===== src/rtl/seq_alu_if.sv =====
// Operand/result bundle and start/busy/done handshake between the requester and seq_alu.
interface seq_alu_if #(
  parameter int WIDTH = 18
);
  logic             start;
  logic [2:0]       op;
  logic [WIDTH-1:0] tr_in;
  logic [WIDTH-1:0] ac_in;
  logic [WIDTH-1:0] result;
  logic             z_flag;
  logic             c_flag;
  logic             busy;
  logic             done;

  modport master (
    output start, op, tr_in, ac_in,
    input  result, z_flag, c_flag, busy, done
  );

  modport slave (
    input  start, op, tr_in, ac_in,
    output result, z_flag, c_flag, busy, done
  );
endinterface


===== src/rtl/seq_alu.sv =====
// Multi-cycle ALU downstream of TR: single-cycle logic/add/sub ops and a
// WIDTH-iteration shift-add multiply, with registered result and z/c flags.
module seq_alu #(
  parameter int WIDTH = 18,
  parameter int CNTW  = 5
) (
  input logic      clk,
  input logic      rst,
  seq_alu_if.slave bus
);

  localparam logic [2:0] OP_PASS = 3'b000;
  localparam logic [2:0] OP_ADD  = 3'b001;
  localparam logic [2:0] OP_SUB  = 3'b010;
  localparam logic [2:0] OP_MUL  = 3'b011;
  localparam logic [2:0] OP_AND  = 3'b100;
  localparam logic [2:0] OP_OR   = 3'b101;
  localparam logic [2:0] OP_SHL  = 3'b110;
  localparam logic [2:0] OP_SHR  = 3'b111;

  typedef enum logic [1:0] {IDLE, EXEC, MUL, DONE} state_t;

  state_t           state, state_nxt;
  logic [2:0]       op_q;
  logic [WIDTH-1:0] a_q, b_q, partial_q, result_q, mul_sum;
  logic [CNTW-1:0]  cnt_q;
  logic             z_q, c_q, mul_last;

  // Returns {carry, result}; the extra top bit carries add carry-out, sub borrow or shift-out.
  function automatic logic [WIDTH:0] alu_eval(input logic [2:0] o,
                                              input logic [WIDTH-1:0] a,
                                              input logic [WIDTH-1:0] b);
    logic [WIDTH:0] r;
    r = '0;
    case (o)
      OP_PASS: r = {1'b0, b};
      OP_ADD:  r = {1'b0, a} + {1'b0, b};
      OP_SUB:  r = {1'b0, a} - {1'b0, b};
      OP_AND:  r = {1'b0, a & b};
      OP_OR:   r = {1'b0, a | b};
      OP_SHL:  r = {a[WIDTH-1], a[WIDTH-2:0], 1'b0};
      OP_SHR:  r = {a[0], 1'b0, a[WIDTH-1:1]};
      default: r = '0;
    endcase
    return r;
  endfunction

  assign mul_sum  = partial_q + (b_q[0] ? a_q : '0);
  assign mul_last = (cnt_q == CNTW'(WIDTH - 1));

  always_ff @(posedge clk) begin
    if (rst) state <= IDLE;
    else     state <= state_nxt;
  end

  always_comb begin
    state_nxt = state;
    case (state)
      IDLE: if (bus.start) state_nxt = (bus.op == OP_MUL) ? MUL : EXEC;
      EXEC: state_nxt = DONE;
      MUL:  if (mul_last) state_nxt = DONE;
      DONE: state_nxt = IDLE;
      default: state_nxt = IDLE;
    endcase
  end

  always_ff @(posedge clk) begin
    if (rst) begin
      op_q      <= '0;
      a_q       <= '0;
      b_q       <= '0;
      partial_q <= '0;
      cnt_q     <= '0;
      result_q  <= '0;
      z_q       <= 1'b0;
      c_q       <= 1'b0;
    end else begin
      case (state)
        IDLE: if (bus.start) begin
          op_q      <= bus.op;
          a_q       <= bus.ac_in;
          b_q       <= bus.tr_in;
          partial_q <= '0;
          cnt_q     <= '0;
        end
        EXEC: begin
          {c_q, result_q} <= alu_eval(op_q, a_q, b_q);
          z_q             <= (alu_eval(op_q, a_q, b_q) & {1'b0, {WIDTH{1'b1}}}) == '0;
        end
        MUL: begin
          partial_q <= mul_sum;
          a_q       <= a_q << 1;
          b_q       <= b_q >> 1;
          cnt_q     <= cnt_q + 1'b1;
          // The final iteration's addition is folded directly into the result.
          if (mul_last) begin
            result_q <= mul_sum;
            z_q      <= (mul_sum == '0);
            c_q      <= 1'b0;
          end
        end
        default: ;
      endcase
    end
  end

  assign bus.result = result_q;
  assign bus.z_flag = z_q;
  assign bus.c_flag = c_q;
  assign bus.busy   = (state != IDLE);
  assign bus.done   = (state == DONE);

endmodule


===== src/flat_wrapper.sv =====
// flat-port wrapper written by rule: the top's interface ports become plain ports
module seq_alu_flat 
#(
  parameter int WIDTH = 18,
  parameter int CNTW  = 5
)
  (clk, rst, bus_start, bus_op, bus_tr_in, bus_ac_in, bus_result, bus_z_flag, bus_c_flag, bus_busy, bus_done);
  seq_alu_if #(.WIDTH(WIDTH)) bus_i ();
  input logic clk;
  input logic rst;
  input wire logic [$bits(bus_i.start)-1:0] bus_start;
  input wire logic [$bits(bus_i.op)-1:0] bus_op;
  input wire logic [$bits(bus_i.tr_in)-1:0] bus_tr_in;
  input wire logic [$bits(bus_i.ac_in)-1:0] bus_ac_in;
  output wire logic [$bits(bus_i.result)-1:0] bus_result;
  output wire logic [$bits(bus_i.z_flag)-1:0] bus_z_flag;
  output wire logic [$bits(bus_i.c_flag)-1:0] bus_c_flag;
  output wire logic [$bits(bus_i.busy)-1:0] bus_busy;
  output wire logic [$bits(bus_i.done)-1:0] bus_done;
  assign bus_i.start = bus_start;
  assign bus_i.op = bus_op;
  assign bus_i.tr_in = bus_tr_in;
  assign bus_i.ac_in = bus_ac_in;
  assign bus_result = bus_i.result;
  assign bus_z_flag = bus_i.z_flag;
  assign bus_c_flag = bus_i.c_flag;
  assign bus_busy = bus_i.busy;
  assign bus_done = bus_i.done;
  seq_alu #(.WIDTH(WIDTH), .CNTW(CNTW)) u_core (.clk(clk), .rst(rst), .bus(bus_i));
endmodule

===== config.mk =====
export PLATFORM = sky130hd
export DESIGN_NAME = seq_alu_flat
export DESIGN_NICKNAME = d
export VERILOG_FILES = /design/src/rtl/seq_alu_if.sv /design/src/rtl/seq_alu.sv /design/src/flat_wrapper.sv
export SDC_FILE = /design/constraint.sdc
export NUM_CORES = 1
export LEC_CHECK = 0
export CAP_MARGIN = 10
export CELL_PAD_IN_SITES_DETAIL_PLACEMENT = 1
export CELL_PAD_IN_SITES_GLOBAL_PLACEMENT = 2
export CORE_MARGIN = 5
export CORE_UTILIZATION = 35
export CTS_CLUSTER_SIZE = 28
export DETAILED_ROUTE_END_ITERATION = 16
export PLACE_DENSITY_LB_ADDON = 0.1
export SETUP_SLACK_MARGIN = 0.1
export SLEW_MARGIN = 10
export SYNTH_ARGS = -nofsm -noshare
export SYNTH_HDL_FRONTEND = slang
export SYNTH_SLANG_ARGS = --single-unit

===== constraint.sdc =====
create_clock -name clk -period 5.7 [get_ports clk]
set_clock_uncertainty 0.05 [all_clocks]
set_input_delay 0.57 -clock clk [delete_from_list [all_inputs] [get_ports clk]]
set_output_delay 0.57 -clock clk [all_outputs]
set_load 0.05 [all_outputs]

==> results.yml, run 1 <==
clock_network:
  clk_latency_ns: 0.35
  cts_buffer_depth: 2
  cts_resized: 0
  postCtsSetupRepairBufs: 0
  clk_pin_slew_ns: 0.07
  cts.sinks: 84
  cts-root-buf: "clkbuf_16"
  numCtsBuffers: 9
  postCtsHoldBufs: 0
  cts.htree.levels: 3
  cts_tree: "built"
pwr:
  swShare_pct: 48.9
  p_leak_nw: 2.97
  powerDensity_nw_per_um2: 419
  p_int_mw: 1.69
  pwr-share-clk_pct: 17.9
  ir_drop_mv: 0.180
  p_switching_mw: 1.62
  seqPwrFrac_pct: 26.5
  power_frac_comb_pct: 55.6
finish:
  final_nets: 983
  diodes: 0
  drive_gt1_share_pct: 4.99
  syn_to_final_growth_pct: 15.4
  fill_cells: 2382
worst_hold_path:
  hold_path_depth: 2
  min_from: "u_core.bus.result[6]$_SDFFE_PP0P_"
  hold_class: "reg2reg"
  hold_path_end: "u_core.bus.result[6]$_SDFFE_PP0P_"
floorplanning:
  ios: 64
  core_area_um2: 19400
  start_util_pct: 35.4
  dieHeight_um: 150
  fp.dieW_um: 150
  rows: 51
  die_area_um2: 22500
timing:
  setup_viol: 0
  fin_hold_ws_ns: 0.406
  finalCritPeriodShare_pct: 78.1
  slew_viol_final: 0
  timing.setup.tns_ns: 0
  clock.fmax_ghz: 0.225
  hold_violations: 0
  relSlewSlack_pct: 17.8
  grt_setup_unrepaired: "no"
  worstMarginPinSlew_ns: 1.23
  finalWorstPathRequiredPeriod_ns: 4.45
logic_synthesis:
  ys_seq_elements: 84
  synthTopCellsByArea: "dfxtp_1, ha_1, mux2i_1"
  synthArstFlopShare_pct: 0
  syn_area_um2: 6860
  ys_warn_count: 0
  avgSynthCellArea_um2: 7.82
  yosys.area.top_type: "dfxtp_1"
  synth-main-ff-cell: "dfxtp_1"
  synth_cells: 877
  yosysUniqueCellTypes: 73
  synth_edf_count: 0
  synth_top_area_share_pct: 24.5
  syn_nets: 964
  ys_seq_area_share_pct: 24.5
setup_path:
  crit_type: "reg2reg"
  start_kind: "flop"
  reg2reg_setup_slack_ns: 1.25
  rr_worst_depth: 15
  critPathRequiredTime_ns: 5.85
  critPathCaptureType: "flop"
  r2r-end: "u_core.bus.c_flag$_SDFFE_PP0P_"
  r2r_start: "u_core.b_q[0]$_SDFFE_PP0P_"
  cp.arrival_ns: 4.60
  crit_fanout: 23
routing:
  drc: 0
  avgRoutedWirePerCell_um: 20.9
  firstDrtPassIters: 5
  drt_iter0_drc: 314
  vias: 6824
  routed_wl_um: 24400
  ant_nets: 0
  vias_per_cell: 5.85
flow_run:
  cap_violations: 0
place:
  place_hpwl_um: 18200
  io_buffer_count: 63
  gp_congestion: 0.925
global_routing:
  grt-ovfl-total: 0
  grt_pass1_wl_um: 39000
  grt_max_degree: 83
  grt_usage_pct: 21.9
  grt_pass1_vias: 7032
  antenna_found_initial: 0
outcome:
  outcome: "complete, no violations"
[layout by cell type, fill, tap and decap left out, types with 9 or more instances in the layout]
master           synthesis  routed
nor2_1                 117     117
dfxtp_1                 84      83
clkdlybuf4s50_1          0      62
a21oi_1                 56      56
mux2i_1                 52      52
nand2_1                 46      46
a211oi_1                43      43
ha_1                    43      42
nor3_1                  36      36
inv_1                   25      25
a22oi_1                 25      25
xnor2_1                 23      23
xor2_1                  22      22
o21ai_0                 23      22
and2_1                  18      18
nand3_1                 15      15
o21ai_1                 14      14
a221oi_1                12      12
a31oi_1                 11      11
nor4_1                  11      11
a21o_1                  10      10
buf_4                    0      10
clkbuf_16                0       9
[final cells by class]
class	instances	area (um2)	share of cell area, %
Clock inverter	6	55.1	0.696
Inverter	27	101	1.28
Sequential cell	84	1680	21.3
Multi-Input combinational cell	701	4800	60.7
Tap cell	265	332	4.19
Clock buffer	10	239	3.02
Timing Repair Buffer	73	701	8.85
[power by group through the flow]
| stage | clock, mW | sequential (mW) | combinational, mW |
|---|---|---|---|
| 2_1_floorplan | 0 | 0.941 | 1.22 |
| 3_3_place_gp | 0 | 0.887 | 1.78 |
| 3_5_place_dp | 0 | 0.894 | 1.82 |
| 4_1_cts | 0.606 | 0.881 | 1.83 |
| 5_1_grt | 0.633 | 0.896 | 2.00 |
| 6_report | 0.594 | 0.878 | 1.84 |
[synth_stat cells, drive strengths merged (23+ instances only)]
| master | count |
|---|---|
| a211oi | 44 |
| a21oi | 56 |
| a22oi | 25 |
| clkbuf | 46 |
| dfxtp | 84 |
| ha | 43 |
| inv | 27 |
| mux2i | 52 |
| nand2 | 46 |
| nor2 | 117 |
| nor3 | 37 |
| o21ai | 38 |
| xnor2 | 23 |
[stage by stage]
stage,power (mW),worst slack [ns],utilization [%],area [um2],instances
2_1_floorplan,2.16,1.54,-,6860,877
3_3_place_gp,2.67,1.51,39.3,7620,1150
3_5_place_dp,2.72,1.26,39.3,7620,1150
4_1_cts,3.32,1.25,40.8,7920,1166
5_1_grt,3.52,0.934,40.8,7920,1166
6_report,3.31,1.25,40.8,7920,1166
[state kept, by name, indices dropped and copies added, names as in the netlist]
signal and flops:
u_core.op_q 3, u_core.bus.result 18, u_core.partial_q 18, u_core.b_q 18
u_core.bus.c_flag 1, u_core.a_q 18, u_core.state 2, u_core.bus.z_flag 1
u_core.cnt_q 5
[cell families (layout without fill, tap and decap cells)]
| group | Yosys count | in the layout | share of synthesized area, % |
|---|---|---|---|
| AO/OA/AOI/OAI | 261 | 261 | 26.5 |
| flip-flops | 84 | 84 | 24.5 |
| multiplexers | 55 | 55 | 8.08 |
| buffers and inverters | 92 | 116 | 5.64 |
| XOR/XNOR | 45 | 45 | 5.75 |
| adder cells (fa/ha/maj) | 45 | 45 | 8.43 |
| AND/OR/NAND/NOR | 295 | 295 | 21.1 |
[worst max-delay path, stage by stage (launching register included)]
cell       delay (ns)
dfxtp_1          0.80
inv_1            0.21
ha_1             0.36
inv_1            0.09
o21ai_0          0.11
xor2_1           0.18
ha_1             0.38
a21oi_1          0.27
o21ai_1          0.20
a2111oi_4        0.45
a31oi_1          0.22
a31o_1           0.29
a31oi_1          0.22
xnor2_1          0.13
a221oi_2         0.25
nor3_1           0.08
[worst max-delay path by stage]
stage	startpoint	slack (ns)	end
floorplan	u_core.op_q[0]$_SDFFE_PP0P_	1.54	u_core.bus.c_flag$_SDFFE_PP0P_
global placement	u_core.b_q[0]$_SDFFE_PP0P_	1.51	u_core.bus.c_flag$_SDFFE_PP0P_
detailed placement	u_core.b_q[0]$_SDFFE_PP0P_	1.26	u_core.bus.c_flag$_SDFFE_PP0P_
CTS	u_core.b_q[0]$_SDFFE_PP0P_	1.25	u_core.bus.c_flag$_SDFFE_PP0P_
global route	u_core.b_q[0]$_SDFFE_PP0P_	0.93	u_core.bus.c_flag$_SDFFE_PP0P_
finish	u_core.b_q[0]$_SDFFE_PP0P_	1.25	u_core.bus.c_flag$_SDFFE_PP0P_
[routing by layer]
layer,up-vias,part of all wire [%],track usage (%)
met5,-,0,0
met4,0,2.0,5.54
met3,30,3.4,3.06
met2,132,48,37.2
met1,3386,47,29.3
li1,3276,-,-
No activity file was read; power rests on OpenSTA's default activity.
==> run 2: changes to the inputs <==
==> constraint.sdc (replaced) <==
create_clock -name clk -period 4.3 [get_ports clk]
set_clock_uncertainty 0.05 [all_clocks]
set_input_delay 0.43 -clock clk [delete_from_list [all_inputs] [get_ports clk]]
set_output_delay 0.43 -clock clk [all_outputs]
set_load 0.05 [all_outputs]
==> run 2 against run 1 <==
- combinational power rose by 38%
- critical endpoint unchanged
- register-to-register slack got worse by 0.87 ns
- design area is 2.0% higher
- hold slack improved by 0.00052 ns
- highest routed layer unchanged
- via count down 0.16%
- sequential share of layout area shrank 0.39 points
==> results.yml, run 2 (synthesized netlist as in run 1, its figures left out) <==
floorplanning:
  dieHeight_um: 150
  ios: 64
  core_area_um2: 19400
  fp.dieW_um: 150
  start_util_pct: 35.4
  rows: 51
  die_area_um2: 22500
timing:
  slew_viol_final: 0
  finalWorstPathRequiredPeriod_ns: 3.93
  setup_viol: 0
  layout_setup_ws_ns: 0.373
  timing.setup.tns_ns: 0
  hold_violations: 0
  finalCritPeriodShare_pct: 91.3
  grt_setup_unrepaired: "no"
  clock.fmax_ghz: 0.255
  relSlewSlack_pct: 30.7
  worstMarginPinSlew_ns: 1.04
routing:
  firstDrtPassIters: 4
  vias: 6813
  vias_per_cell: 5.77
  drt_iter0_drc: 285
  drc: 0
  avgRoutedWirePerCell_um: 21.1
  routed_wl_um: 24900
  ant_nets: 0
finish:
  drive_gt1_share_pct: 7.42
  finish.instance_area_um2: 8070
  syn_to_final_growth_pct: 17.7
  final_nets: 998
  diodes: 0
  final_core_util_pct: 41.6
  fill_cells: 2371
  final_cell_mix: "nor2_1, dfxtp_1, clkdlybuf4s50_1, a21oi_1, mux2i_1"
  layout_commonest_cell: "nor2_1"
setup_path:
  crit_type: "reg2reg"
  cp.arrival_ns: 4.08
  cp_top_family: "compound AO/OA/AOI/OAI gates"
  crit_buf_inv: 0
  crit_fanout: 7
  critPathCaptureType: "flop"
  r2r-end: "u_core.bus.c_flag$_SDFFE_PP0P_"
  path_cells: "nor4_4 -> nand3_1 -> or4_4 -> nor2_1 -> a21oi_1 -> xnor2_1 -> ha_2 -> a21o_1 -> a31oi_2 -> a31o_2 -> a31oi_2 -> a31o_1 -> a31oi_1 -> xnor2_1 -> a221oi_2 -> nor3_1"
  slowest_stage: "or4_4"
  rr_worst_depth: 16
  cpPeakStageDelay_ns: 0.47
  r2r_start: "u_core.b_q[5]$_SDFFE_PP0P_"
  critPathRequiredTime_ns: 4.45
  start_kind: "flop"
  reg2reg_setup_slack_ns: 0.37
pwr:
  ir_drop_mv: 0.269
  powerDensity_nw_per_um2: 556
  p_leak_nw: 3.05
clock_network:
  cts.htree.levels: 3
  numCtsBuffers: 9
  postCtsSetupRepairBufs: 0
  cts_buffer_depth: 2
  postCtsHoldBufs: 0
  cts-root-buf: "clkbuf_16"
  cts_tree: "built"
  clk_pin_slew_ns: 0.07
  cts.sinks: 84
  cts_resized: 0
  clk_latency_ns: 0.35
global_routing:
  grt_pass1_wl_um: 39700
  grt_usage_pct: 22.4
  grt_pass1_vias: 7032
  grt_max_degree: 82
  antenna_found_initial: 0
  grt-ovfl-total: 0
worst_hold_path:
  min_from: "u_core.bus.result[4]$_SDFFE_PP0P_"
  hold_path_depth: 2
  hold_class: "reg2reg"
  hold_path_end: "u_core.bus.result[4]$_SDFFE_PP0P_"
place:
  io_buffer_count: 63
  place_ws_ns: 0.265
  place_hpwl_um: 18800
  gp_congestion: 0.937
  dpl-instance-area_um2: 7730
outcome:
  outcome: "complete, no violations"
flow_run:
  cap_violations: 0
## run 2: worst reg2reg max path, delay by kind of cell, from the launching register on
kind	cells	cell delay, ns
compound gates	8	1.51
xor+xnor	2	0.28
fa+ha+maj	1	0.34
flops	1	0.40
simple gates	5	1.19
## run 2: cell type report
class                      instances  area (um2)  area share [%]
inverter                          27         101            1.26
multi-input combinational        701        4840            60.0
timing repair buffer              88         813            10.1
tap                              265         332            4.11
sequential                        84        1680            20.9
clock inverter                     6        71.3           0.884
clock buffer                      10         229            2.84
## run 2: per-stage QoR
stage | hold slack, ns | cells | total power [mW]
2_1_floorplan | 0.411 | 877 | 2.87
4_1_cts | 0.413 | 1181 | 4.49
3_3_place_gp | 0.389 | 1165 | 3.59
6_report | 0.407 | 1181 | 4.49
3_5_place_dp | 0.403 | 1165 | 3.66
5_1_grt | 0.419 | 1181 | 4.78
## run 2: worst max path at each step
stage | from | slack [ns] | to | depth (start not counted)
finish | u_core.b_q[5]$_SDFFE_PP0P_ | 0.37 | u_core.bus.c_flag$_SDFFE_PP0P_ | 16
global route | u_core.b_q[5]$_SDFFE_PP0P_ | 0.11 | u_core.bus.c_flag$_SDFFE_PP0P_ | 14
CTS | u_core.b_q[2]$_SDFFE_PP0P_ | 0.23 | u_core.bus.result[17]$_SDFFE_PP0P_ | 13
detailed placement | u_core.b_q[2]$_SDFFE_PP0P_ | 0.26 | u_core.bus.c_flag$_SDFFE_PP0P_ | 16
global placement | u_core.b_q[2]$_SDFFE_PP0P_ | 0.39 | u_core.bus.result[17]$_SDFFE_PP0P_ | 13
floorplan | u_core.op_q[0]$_SDFFE_PP0P_ | 0.14 | u_core.bus.c_flag$_SDFFE_PP0P_ | 17
## run 2: power by group
group	switching (mW)	total [mW]	internal, mW
registers	0.220	1.14	0.919
clock network	0.354	0.810	0.456
logic	1.59	2.54	0.957
## run 2: metal layers
metal,vias to the layer above,wire [um],track usage [%]
li1,3297,-,-
met1,3355,11700,30.2
met2,127,11900,37.7
met3,34,771,2.82
met4,0,555,6.31
met5,-,0,0
==> run 3: changes to the inputs <==
--- a/config.mk
+++ b/config.mk
@@ -8,7 +8,7 @@
 export CAP_MARGIN = 10
 export CELL_PAD_IN_SITES_DETAIL_PLACEMENT = 1
 export CELL_PAD_IN_SITES_GLOBAL_PLACEMENT = 2
-export CORE_MARGIN = 5
+export CORE_MARGIN = 4
 export CORE_UTILIZATION = 35
 export CTS_CLUSTER_SIZE = 28
 export DETAILED_ROUTE_END_ITERATION = 16
==> constraint.sdc (replaced) <==
create_clock -name clk -period 4.23 [get_ports clk]
set_clock_uncertainty 0.05 [all_clocks]
set_input_delay 0.423 -clock clk [delete_from_list [all_inputs] [get_ports clk]]
set_output_delay 0.423 -clock clk [all_outputs]
set_load 0.05 [all_outputs]
==> run 3 against run 2 <==
- global-route usage rose by 1.0 points
- combinational power rose by 4%
- die area fell by 2.6%
- sequential cell count did not move
- critical path type unchanged
==> results.yml, run 3 (synthesized netlist as in run 1, its figures left out) <==
clock_network:
  cts.htree.levels: 3
  cts_tree: "built"
  postCtsHoldBufs: 0
  cts_buffer_depth: 2
  cts-root-buf: "clkbuf_16"
  clk_latency_ns: 0.36
  clk_pin_slew_ns: 0.07
  cts.sinks: 84
  numCtsBuffers: 9
finish:
  syn_to_final_growth_pct: 18.4
  fill_cells: 2341
  fin_cells: 1182
  final_cell_mix: "nor2_1, dfxtp_1, clkdlybuf4s50_1, a21oi_1, mux2i_1"
  layout_commonest_cell: "nor2_1"
  register_area_um2: 1680
  diodes: 0
  drive_gt1_share_pct: 8.24
  finish.instance_area_um2: 8120
  final_nets: 1004
  multi_input_area_um2: 4850
setup_path:
  cp.arrival_ns: 4.04
  crit_type: "reg2reg"
  reg2reg_setup_slack_ns: 0.35
  critPathRequiredTime_ns: 4.38
  r2r-end: "u_core.bus.c_flag$_SDFFE_PP0P_"
  rr_worst_depth: 16
  start_kind: "flop"
  slowest_stage: "or4_4"
  cpPeakStageDelay_ns: 0.46
  critPathCaptureType: "flop"
  crit_fanout: 8
  path_cells: "nor4_4 -> nand3_2 -> or4_4 -> nor2_1 -> a21oi_1 -> xnor2_1 -> ha_2 -> a21o_1 -> a31oi_2 -> a31o_2 -> a31oi_2 -> a31o_1 -> a31oi_1 -> xnor2_1 -> a221oi_2 -> nor3_1"
  r2r_start: "u_core.b_q[3]$_SDFFE_PP0P_"
global_routing:
  grt_pass1_vias: 7155
  grt_max_degree: 82
  grt_pass1_wl_um: 40900
  grt-ovfl-total: 0
  grt_usage_pct: 23.5
  antenna_found_initial: 0
flow_run:
  cap_violations: 0
timing:
  layout_setup_ws_ns: 0.346
  slew_viol_final: 0
  clock.fmax_ghz: 0.257
  worstMarginPinSlew_ns: 0.962
  finalCritPeriodShare_pct: 91.8
  timing.setup.tns_ns: 0
  hold_violations: 0
  finalWorstPathRequiredPeriod_ns: 3.88
  grt_setup_unrepaired: "no"
  relSlewSlack_pct: 35.9
  setup_viol: 0
floorplanning:
  core_area_um2: 19000
  fp.dieW_um: 148
  die_area_um2: 21900
  ios: 64
  rows: 50
  dieHeight_um: 148
  start_util_pct: 36.1
routing:
  avgRoutedWirePerCell_um: 21.5
  firstDrtPassIters: 4
  vias_per_cell: 5.81
  routed_wl_um: 25400
  vias: 6871
  ant_nets: 0
  drt_iter0_drc: 332
  drc: 0
worst_hold_path:
  min_from: "u_core.bus.result[4]$_SDFFE_PP0P_"
  hold_class: "reg2reg"
  hold_path_end: "u_core.bus.result[4]$_SDFFE_PP0P_"
  hold_path_depth: 2
outcome:
  outcome: "complete, no violations"
place:
  place_hpwl_um: 19400
  place_ws_ns: 0.222
  io_buffer_count: 63
  dpl-instance-area_um2: 7780
  gp_congestion: 0.914
  dp_cells: 1166
pwr:
  ir_drop_mv: 0.228
  powerDensity_nw_per_um2: 568
  p_leak_nw: 3.08
[run 3: worst max path at each step]
stage / depth (start not counted) / end / start
floorplan: 17 / u_core.bus.c_flag$_SDFFE_PP0P_ / u_core.op_q[0]$_SDFFE_PP0P_
global placement: 16 / u_core.bus.z_flag$_SDFFE_PP0P_ / u_core.b_q[3]$_SDFFE_PP0P_
finish: 16 / u_core.bus.c_flag$_SDFFE_PP0P_ / u_core.b_q[3]$_SDFFE_PP0P_
global route: 16 / u_core.bus.c_flag$_SDFFE_PP0P_ / u_core.b_q[3]$_SDFFE_PP0P_
detailed placement: 13 / u_core.bus.result[17]$_SDFFE_PP0P_ / u_core.b_q[3]$_SDFFE_PP0P_
CTS: 13 / u_core.bus.result[17]$_SDFFE_PP0P_ / u_core.b_q[3]$_SDFFE_PP0P_
[run 3: area by class of cell]
class / count / area share [%]
clock buffers: 10 / 2.82
multi-input cells: 701 / 59.7
well taps: 260 / 4.01
inverters: 27 / 1.25
flip-flops and latches: 84 / 20.7
clock inverters: 6 / 0.878
repair buffers: 94 / 10.6
[run 3: what timing repair did]
item / CTS / global route
setup endpoints to repair: 0 / 5
resized for setup: 0 / 10
endpoints found under the hold margin: 0 / 0
setup buffers: 0 / 0
[run 3: worst max-delay path, delay by kind of cell, from the launching register on]
| family | cells | cell delay (ns) |
|---|---|---|
| compound gates | 8 | 1.47 |
| simple gates | 5 | 1.17 |
| flops | 1 | 0.38 |
| fa+ha+maj | 1 | 0.34 |
| xor+xnor | 2 | 0.30 |
[run 3: power breakdown]
part | internal, mW | switching, mW
combinational | 0.992 | 1.64
clock | 0.463 | 0.356
sequential | 0.934 | 0.224
[run 3: metal layers]
metal / global-route usage (%) / wire, um
met5: 0 / 0
met4: 7.16 / 599
met3: 2.61 / 823
met2: 39.8 / 12200
met1: 31.3 / 11700
[run 3: metrics by stage]
step           util [%]  power, mW  hold slack, ns
2_1_floorplan         -       2.92           0.411
3_3_place_gp       40.9       3.70           0.387
3_5_place_dp       40.9       3.77           0.396
4_1_cts            42.5       4.60           0.405
5_1_grt            42.7       4.93           0.438
6_report           42.7       4.61           0.401
